==> config.mk <==
export PLATFORM = sky130hd
export DESIGN_NAME = dac_drive_capture
export DESIGN_NICKNAME = d
export VERILOG_FILES = /design/src/rtl/dac_drive_pkg.sv /design/src/rtl/dac_capture_ram.sv /design/src/rtl/dac_drive_capture.sv
export SDC_FILE = /design/constraint.sdc
export NUM_CORES = 2
export LEC_CHECK = 0
export CAP_MARGIN = 30
export CORE_MARGIN = 4
export CORE_UTILIZATION = 29
export DETAILED_ROUTE_END_ITERATION = 12
export SYNTH_ARGS = -nofsm -noshare
export SYNTH_HDL_FRONTEND = slang
export SYNTH_SLANG_ARGS = --single-unit
==> constraint.sdc <==
create_clock -name clk -period 8.45 [get_ports clk]
set_clock_uncertainty 0.2 [all_clocks]
set_input_delay 1.69 -clock clk [delete_from_list [all_inputs] [get_ports clk]]
set_output_delay 1.69 -clock clk [all_outputs]
set_load 0.05 [all_outputs]
==> src/rtl/dac_drive_pkg.sv <==
// Shared types and constants for the DAC drive-bus capture monitor.
// Contents: capture FSM state enum, DAC word width and the two saturation
// codes, plus a magnitude helper used by the peak tracker.
package dac_drive_pkg;

  typedef enum logic [1:0] {
    IDLE    = 2'd0,
    ARMED   = 2'd1,
    CAPTURE = 2'd2,
    DONE    = 2'd3
  } cap_state_t;

  localparam int DAC_W = 13;
  localparam logic signed [DAC_W-1:0] DAC_MAX = 13'sh0FFF;  // +4095
  localparam logic signed [DAC_W-1:0] DAC_MIN = 13'sh1000;  // -4096

  // Magnitude as a 13-bit unsigned value. -4096 negates to the bit pattern
  // 1_0000_0000_0000, which read unsigned is exactly 4096.
  function automatic logic [DAC_W-1:0] dac_abs(input logic signed [DAC_W-1:0] x);
    logic [DAC_W-1:0] ux;
    ux = x;
    return x[DAC_W-1] ? (~ux + 13'd1) : ux;
  endfunction

endpackage

==> src/rtl/dac_capture_ram.sv <==
// Sample buffer for the DAC capture monitor: simple dual-port RAM with one
// synchronous write port and one registered read port, both on clk.
// Ports:
//   clk      processing clock
//   rst      async active-high, clears only the read-data register
//   we_i     write enable
//   waddr_i  write address
//   wdata_i  write data
//   raddr_i  read address
//   rdata_o  read data, one cycle after raddr_i
// The array itself is never reset. A read of the address being written in
// the same cycle returns the old contents.
module dac_capture_ram #(
  parameter int ADDR_W = 8,
  parameter int DATA_W = 13
) (
  input  logic              clk,
  input  logic              rst,
  input  logic              we_i,
  input  logic [ADDR_W-1:0] waddr_i,
  input  logic [DATA_W-1:0] wdata_i,
  input  logic [ADDR_W-1:0] raddr_i,
  output logic [DATA_W-1:0] rdata_o
);

  logic [DATA_W-1:0] mem [0:(1<<ADDR_W)-1];
  logic [DATA_W-1:0] rdata_q;

  always_ff @(posedge clk) begin
    if (we_i) mem[waddr_i] <= wdata_i;
  end

  always_ff @(posedge clk or posedge rst) begin
    if (rst) rdata_q <= '0;
    else     rdata_q <= mem[raddr_i];
  end

  assign rdata_o = rdata_q;

endmodule

==> src/rtl/dac_drive_capture.sv <==
// Receive-side monitor for the feed-forward DAC drive bus. Snoops the DAC
// word and its clock-enable strobe, captures one sample per strobe rising
// edge into a buffer, and keeps per-frame count / peak |x| / saturation /
// overflow statistics for host readback.
// Ports:
//   clk, rst                 clock, async active-high reset
//   dac_din, dac_en          snooped DAC word (signed) and enable strobe
//   arm, abort               single-cycle control pulses from the host
//   rd_addr / rd_data        buffer readback, one cycle latency
//   busy, done               registered decodes of the capture state
//   sample_count, peak_abs   frame statistics
//   sat_flag, overflow       sticky frame flags
//   state_dbg                current FSM state, for observation only
//
// Strobe semantics: there is no ready; a word is offered whenever dac_en
// goes from 0 to 1, and the word sampled in that same cycle is the one
// captured. Holding dac_en high never produces more than one word.
module dac_drive_capture
  import dac_drive_pkg::*;
#(
  parameter int ADDR_W  = 8,
  parameter int TIMEOUT = 8
) (
  input  logic              clk,
  input  logic              rst,
  input  logic [DAC_W-1:0]  dac_din,
  input  logic              dac_en,
  input  logic              arm,
  input  logic              abort,
  input  logic [ADDR_W-1:0] rd_addr,
  output logic [DAC_W-1:0]  rd_data,
  output logic              busy,
  output logic              done,
  output logic [ADDR_W:0]   sample_count,
  output logic [DAC_W-1:0]  peak_abs,
  output logic              sat_flag,
  output logic              overflow,
  output cap_state_t        state_dbg
);

  // Edge detector: register the strobe and word, then register the event
  // so that the write cycle sees a stable word alongside its event.
  logic                    en_q, ev_q;
  logic signed [DAC_W-1:0] din_q;

  always_ff @(posedge clk or posedge rst) begin
    if (rst) begin
      en_q  <= 1'b0;
      din_q <= '0;
      ev_q  <= 1'b0;
    end else begin
      en_q  <= dac_en;
      din_q <= dac_din;
      ev_q  <= dac_en & ~en_q;
    end
  end

  cap_state_t       state_q, state_d;
  logic [7:0]       idle_q, idle_d;
  logic [ADDR_W:0]  cnt_q, cnt_d;
  logic [DAC_W-1:0] peak_q, peak_d;
  logic             sat_q, sat_d;
  logic             ovf_q, ovf_d;
  logic             busy_q, busy_d;
  logic             done_q, done_d;
  logic             clear_c, wr_en_c, ovf_set_c;

  logic             full;
  logic             timeout_hit;
  logic [DAC_W-1:0] sample_abs;
  logic             sample_sat;

  // Count MSB set means all 2^ADDR_W slots are used.
  assign full        = cnt_q[ADDR_W];
  // idle_q lags the cycle count by one, so matching TIMEOUT-1 lands the
  // DONE state exactly TIMEOUT+1 cycles after the last detected event.
  assign timeout_hit = (state_q == CAPTURE) & ~ev_q & (idle_q == 8'(TIMEOUT - 1));
  assign sample_abs  = dac_abs(din_q);
  assign sample_sat  = (din_q == DAC_MAX) | (din_q == DAC_MIN);

  // FSM: state register
  always_ff @(posedge clk or posedge rst) begin
    if (rst) state_q <= IDLE;
    else     state_q <= state_d;
  end

  // FSM: next state
  always_comb begin
    state_d = state_q;
    if (abort) begin
      state_d = IDLE;
    end else begin
      case (state_q)
        IDLE:    if (arm) state_d = ARMED;
        ARMED:   if (ev_q) state_d = CAPTURE;
        CAPTURE: if ((ev_q & full) | timeout_hit) state_d = DONE;
        DONE:    if (arm) state_d = ARMED;
        default: state_d = IDLE;
      endcase
    end
  end

  // FSM: outputs / datapath controls
  always_comb begin
    clear_c   = ~abort & arm & ((state_q == IDLE) | (state_q == DONE));
    wr_en_c   = ~abort & ev_q & ((state_q == ARMED) | (state_q == CAPTURE)) & ~full;
    ovf_set_c = ~abort & ev_q & (state_q == CAPTURE) & full;
    busy_d    = (state_d == ARMED) | (state_d == CAPTURE);
    done_d    = (state_d == DONE);
  end

  // Statistics and idle counter next-state
  always_comb begin
    cnt_d  = cnt_q;
    peak_d = peak_q;
    sat_d  = sat_q;
    ovf_d  = ovf_q;
    if (clear_c) begin
      cnt_d  = '0;
      peak_d = '0;
      sat_d  = 1'b0;
      ovf_d  = 1'b0;
    end else begin
      if (wr_en_c) begin
        cnt_d = cnt_q + 1'b1;
        if (sample_abs > peak_q) peak_d = sample_abs;
        if (sample_sat) sat_d = 1'b1;
      end
      if (ovf_set_c) ovf_d = 1'b1;
    end
    idle_d = ((state_q == CAPTURE) & ~ev_q) ? idle_q + 8'd1 : 8'd0;
  end

  always_ff @(posedge clk or posedge rst) begin
    if (rst) begin
      idle_q <= '0;
      cnt_q  <= '0;
      peak_q <= '0;
      sat_q  <= 1'b0;
      ovf_q  <= 1'b0;
      busy_q <= 1'b0;
      done_q <= 1'b0;
    end else begin
      idle_q <= idle_d;
      cnt_q  <= cnt_d;
      peak_q <= peak_d;
      sat_q  <= sat_d;
      ovf_q  <= ovf_d;
      busy_q <= busy_d;
      done_q <= done_d;
    end
  end

  dac_capture_ram #(
    .ADDR_W(ADDR_W),
    .DATA_W(DAC_W)
  ) u_ram (
    .clk    (clk),
    .rst    (rst),
    .we_i   (wr_en_c),
    .waddr_i(cnt_q[ADDR_W-1:0]),
    .wdata_i(din_q),
    .raddr_i(rd_addr),
    .rdata_o(rd_data)
  );

  assign busy         = busy_q;
  assign done         = done_q;
  assign sample_count = cnt_q;
  assign peak_abs     = peak_q;
  assign sat_flag     = sat_q;
  assign overflow     = ovf_q;
  assign state_dbg    = state_q;

endmodule

# Yosys cells after proc, flatten, opt, wreduce, memory -nomap -nowiden
# Memory sizes are Yosys's and may differ from the RTL's. A register that Yosys moved wholly into a read port is not among the register bits.
# Index checks and enable logic that the tools add are counted.
# word_totals
mem_count	1
regBits	51
ram_bits	3328
# op_classes
eq_ne	9
muxes	19
reduce_logical	8
n_lt_le_gt_ge	1
add_sub_neg	3
n_bitwise	21
# memory_table
memory	depth	word_bits	rd	rd_ports_with_merged_regs	write_ports	line	text
u_ram.mem	256	13	1	1	1	dac_capture_ram.sv:26	logic [DATA_W-1:0] mem [0:(1<<ADDR_W)-1];
# op_table
cell	n
13-bit two-way mux	4
13-bit equality test, second input constant	2
9-bit two-way mux	2
13-bit by 1-bit adder with 13-bit output, second input constant	1
13-bit > comparator	1
13-bit NOT	1
1-bit bitwise AND	11
9-bit by 1-bit adder with 9-bit output, second input constant	1
8-bit by 1-bit adder with 8-bit output, second input constant	1
2-bit equality test, second input constant	4
8-bit by 3-bit equality test with 1-bit output, second input constant	1
2-bit two-way mux	4
8-bit two-way mux	1
2-bit nonzero test	4
1-bit two-way mux	7
2-bit one-hot mux with 3 select lines	1
1-bit bitwise OR	5
2-bit by 1-bit equality test with 1-bit output, second input constant	2
1-bit NOT	4
2-bit AND reduction	2
2-bit logical NOT	1
2-bit OR reduction	1

# Logic depth before layout (Yosys ltp)
# depth
depth_word	9
depth_mapped	13
mapped_depth_nobuf	12

# Hierarchy
# Synthesis repeated with hierarchy kept, for this count alone.
# hier_totals
hier_cells	6418
hier_area_um2	132283.1
# by_module_without_submodules
module	cells_per_inst	instances	area_each_um2
dac_capture_ram	6181	1	129689.4
dac_drive_capture	237	1	2593.7

# Least setup slack after synthesis
# OpenSTA, ideal clock, no wires.
# synth_timing
path_kind	register to register
startpoint	register din_q[0]
endpoint	register peak_q[6], in the netlist peak_abs[6]
arrival_ns	6.539
stages_incl_launch_ff	14
period_less_slack_ns	6.865
path_slack_ns	1.585
required_time_ns	8.124
path_buffers	1
path_cell_list	dfrtp_1 > inv_1 > ha_1 > nand2_1 > o21ai_0 > xnor2_1 > ha_1 > and4_1 > nand2_1 > o21bai_1 > a31o_2 > a21oi_1 > buf_2 > mux2_2
# synth_via
elab_chain_len	6
# synth_rtl
item	line	text
from (decl)	dac_drive_capture.sv:44	logic signed [DAC_W-1:0] din_q;
from (signal assigned)	dac_drive_capture.sv:53	din_q <= dac_din;
13-bit NOT	dac_drive_pkg.sv:22	return x[DAC_W-1] ? (~ux + 13'd1) : ux;
13-bit by 1-bit adder with 13-bit output	dac_drive_pkg.sv:22	
13-bit two-way mux *	dac_drive_pkg.sv:22	
13-bit > comparator / 13-bit two-way mux (equally long branches)	dac_drive_capture.sv:126	if (sample_abs > peak_q) peak_d = sample_abs;
2-bit nonzero test (no source line) / 13-bit two-way mux (equally long branches)	n/a	
2-bit AND reduction (no source line) / 13-bit two-way mux (equally long branches)	n/a	
to (signal assigned)	dac_drive_capture.sv:146	peak_q <= peak_d;
to (decl)	dac_drive_capture.sv:61	logic [DAC_W-1:0] peak_q, peak_d;
# Mark *: on every way between the ends. The rest lies on a longest branch, timed or not. The select of a mux whose other input is x is not followed.
# A chain may end at the register's enable or synchronous reset.

==> results.cfg <==
[clock_network]
cts_root_buffer = clkbuf_16
clock_latency_ns = 0.88
cts_tree = yes
cts_resized = 0
cts.sinks = 3392
cts_buffer_depth = 4
cts_hold_buf = 0
post_cts.repair.setup_buffers = 0
clk_pin_slew_ns = 0.06
cts_max_level = 5
cts_buffers = 335

[placed_design]
dp_hpwl_um = 198100
place_ws_ns = 2.316
routabilityCongestion = 0.8231
port_buffers = 66

[die]
die-area_mm2 = 0.4598
die_height_um = 678.1
fp.dieW_um = 678.1
start_util_pct = 29.18
ioPinCount = 67
core_area_mm2 = 0.4463
rows = 245

[detailed_routing]
drc = 0
wl_per_cell_um = 26.56
vias_per_cell = 5.032
drtPass1Iterations = 6
vias = 63150
final_antenna_net_count = 0
totalWireLength_um = 333300
initialDrtViolationCount = 8242

[sta]
worst_pin_slew_ns = 1.576
finalWorstSetupSlack_ns = 3.310
max-slew-margin-rel_pct = -5.096
setup_viol = 0
period_needed_ns = 5.140
period_share_pct = 60.83
setup_tns_ns = 0
rsz0062_at_grt = false
max_clock_freq_mhz = 194.6
maxSlewViolCount = 103
finalHoldViolCount = 0

[power]
intPower_mw = 27.48
switching_share_pct = 21.19
clkPwrFrac_pct = 41.8
power.switching_mw = 7.391
powerDensity_mw_per_mm2 = 230.9
p_leak_nw = 46.72
p_comb_share_pct = 4.9
p_total_mw = 34.87
irDropWorstVdd_mv = 0.1625
p_seq_share_pct = 53.3

[yosys]
synth_area_leader_cell = edfxtp_1
synth_edf_count = 3328
ys_seq_area_share_pct = 77.97
synth_nets = 5951
async_flop_share_pct = 1.887
synthesis.instances = 5902
netlist_area_mm2 = 0.1302
synthTopCellsByArea = edfxtp_1, mux4_2, mux2i_1
synth_cell_types = 57
synth_top_area_share_pct = 76.74
synth_top_flop_cell = edfxtp_1
avgSynthCellArea_um2 = 22.06
yosysWarnings = 0
ys_seq_elements = 3392

[critical_path]
critPathMaxFanout = 93
worst_setup_path_start_kind = input pin
required_ns = 8.96
cp.arrival_ns = 5.65
path_class = in2reg
cp-end-kind = flop

[global_route]
top_usage_layer = met2
grt_pass1_wl_um = 475100
grt_antenna_before_repair = 16
overflow = 0
groute.usage.overall_pct = 14.04
first_global_vias = 63300
use_met3_pct = 2.447
grt_util_met2_pct = 22.11
grt_use_met1_pct = 19.99
grt_max_degree = 225

[status]
violations = max-slew violations
status = finished, violations left

[layout]
drive_above_1_share_pct = 26.05
syn_to_final_growth_pct = 15.97
finish.utilization_pct = 33.84
fillCellCount = 41360
fin_nets = 6406

[flow_run]
max_cap_violations = 0

[worst_hold_path]
hold_path_class = reg2reg
==> area by class of cell <==
class,instances,area (um^2),area share (%)
flip-flops and latches,3392,101600,67.26
multi-input cells,2144,27020,17.89
clock buffers,420,8962,5.934
well taps,5928,7417,4.911
repair buffers,458,4257,2.818
clock inverters,177,1672,1.107
inverters,26,98.84,0.06545
diodes,5,12.51,0.008285
==> stage by stage <==
step                      hold WS (ns)  instances  area (um^2)
after global routing            0.2224      12550       151000
after global placement          0.1862      11880       139400
after floorplan                 0.1777       5902       130200
after detailed placement        0.1969      11940       140200
final                           0.2040      12550       151000
after CTS                       0.2046      12540       150800
==> worst max-delay path, cell delays in order <==
cell	delay, ns
buf_12	0.53
buf_12	0.56
mux4_2	0.60
a22o_1	0.27
a221oi_1	0.45
o22ai_1	0.28
a211oi_2	0.76
a211oi_1	0.15
==> registers in the layout, indices dropped and copies added, names as in the netlist <==
signal	cells
busy	1
din_q	13
done	1
en_q	1
ev_q	1
idle_q	8
overflow	1
peak_abs	13
sample_count	9
sat_flag	1
state_dbg	2
u_ram.mem	3328
u_ram.rdata_o	13
==> power groups by stage <==
| stage | logic (mW) | registers, mW | clock network (mW) |
|---|---|---|---|
| floorplan | 0.868 | 19.1 | 0 |
| global placement | 1.68 | 19.0 | 0 |
| detailed placement | 1.71 | 19.0 | 0 |
| CTS | 1.71 | 18.6 | 14.9 |
| global route | 1.79 | 18.6 | 15.6 |
| finish | 1.70 | 18.6 | 14.6 |
==> worst paths after layout <==
check	from	endpoint	slack, ns	depth (start not counted)
max in group asynchronous	rst	u_ram.rdata_o[9]	6.52	4
worst max register to register	din_q[4]	peak_abs[5]	3.95	13
worst max-delay path	rd_addr[0]	u_ram.rdata_o[3]	3.31	8
worst min-delay path	en_q	ev_q	0.20	1
min in group asynchronous	rst	din_q[0]	0.91	3
worst min register to register	en_q	ev_q	0.20	1
==> synthesized netlist by cell type (all sizes together), types with 13 or more instances <==
cell	n
edfxtp	3328
mux4	801
nor2	326
mux2i	231
buf	181
clkbuf	159
a22oi	105
nand2	94
a21oi	77
o21ai	65
dfrtp	64
o221ai	61
o22ai	45
a22o	35
nor2b	33
nand3	30
inv	26
nand4	24
ha	23
a221oi	18
nor3	16
nor4	16
xnor2	14
mux2	13
==> cell usage in the layout, fill, tap and decap left out, types with 13 or more instances in the layout <==
cell type,synthesis,final
dfrtp_1,64,51
nand4_1,24,24
o221ai_1,61,61
buf_6,14,32
mux2_2,13,13
xnor2_1,14,14
inv_1,26,25
a22o_1,35,35
nor3_1,16,16
nand3_1,30,25
edfxtp_1,3328,3328
clkinv_1,0,71
clkbuf_16,0,343
bufinv_16,0,28
nor2_1,326,310
clkinv_2,0,46
nor2b_1,33,28
ha_1,23,23
a22oi_1,105,105
nor4_1,16,15
a21oi_1,77,77
buf_12,0,23
nor2_2,0,15
a221oi_1,18,18
clkbuf_1,159,68
mux2i_1,231,231
mux4_2,801,801
clkdlybuf4s50_1,0,60
inv_6,0,13
o22ai_1,45,45
dfrtp_4,0,13
o21ai_0,57,57
buf_4,64,320
nand2_1,94,88
==> cell families after synthesis <==
family	synth area share (%)
AO/OA/AOI/OAI	2.589
adder cells (fa/ha/maj)	0.2210
AND/OR/NAND/NOR	1.941
flip-flops	77.97
XOR/XNOR	0.1480
multiplexers	15.74
buffers and inverters	1.391
==> routing by layer <==
| layer | wire length (um) | vias up |
|---|---|---|
| met5 | 34 | - |
| met4 | 9707 | 4 |
| met3 | 26630 | 454 |
| met2 | 157600 | 2775 |
| met1 | 139400 | 34120 |
| li1 | - | 25800 |
Power figures use the tool's default switching activity.
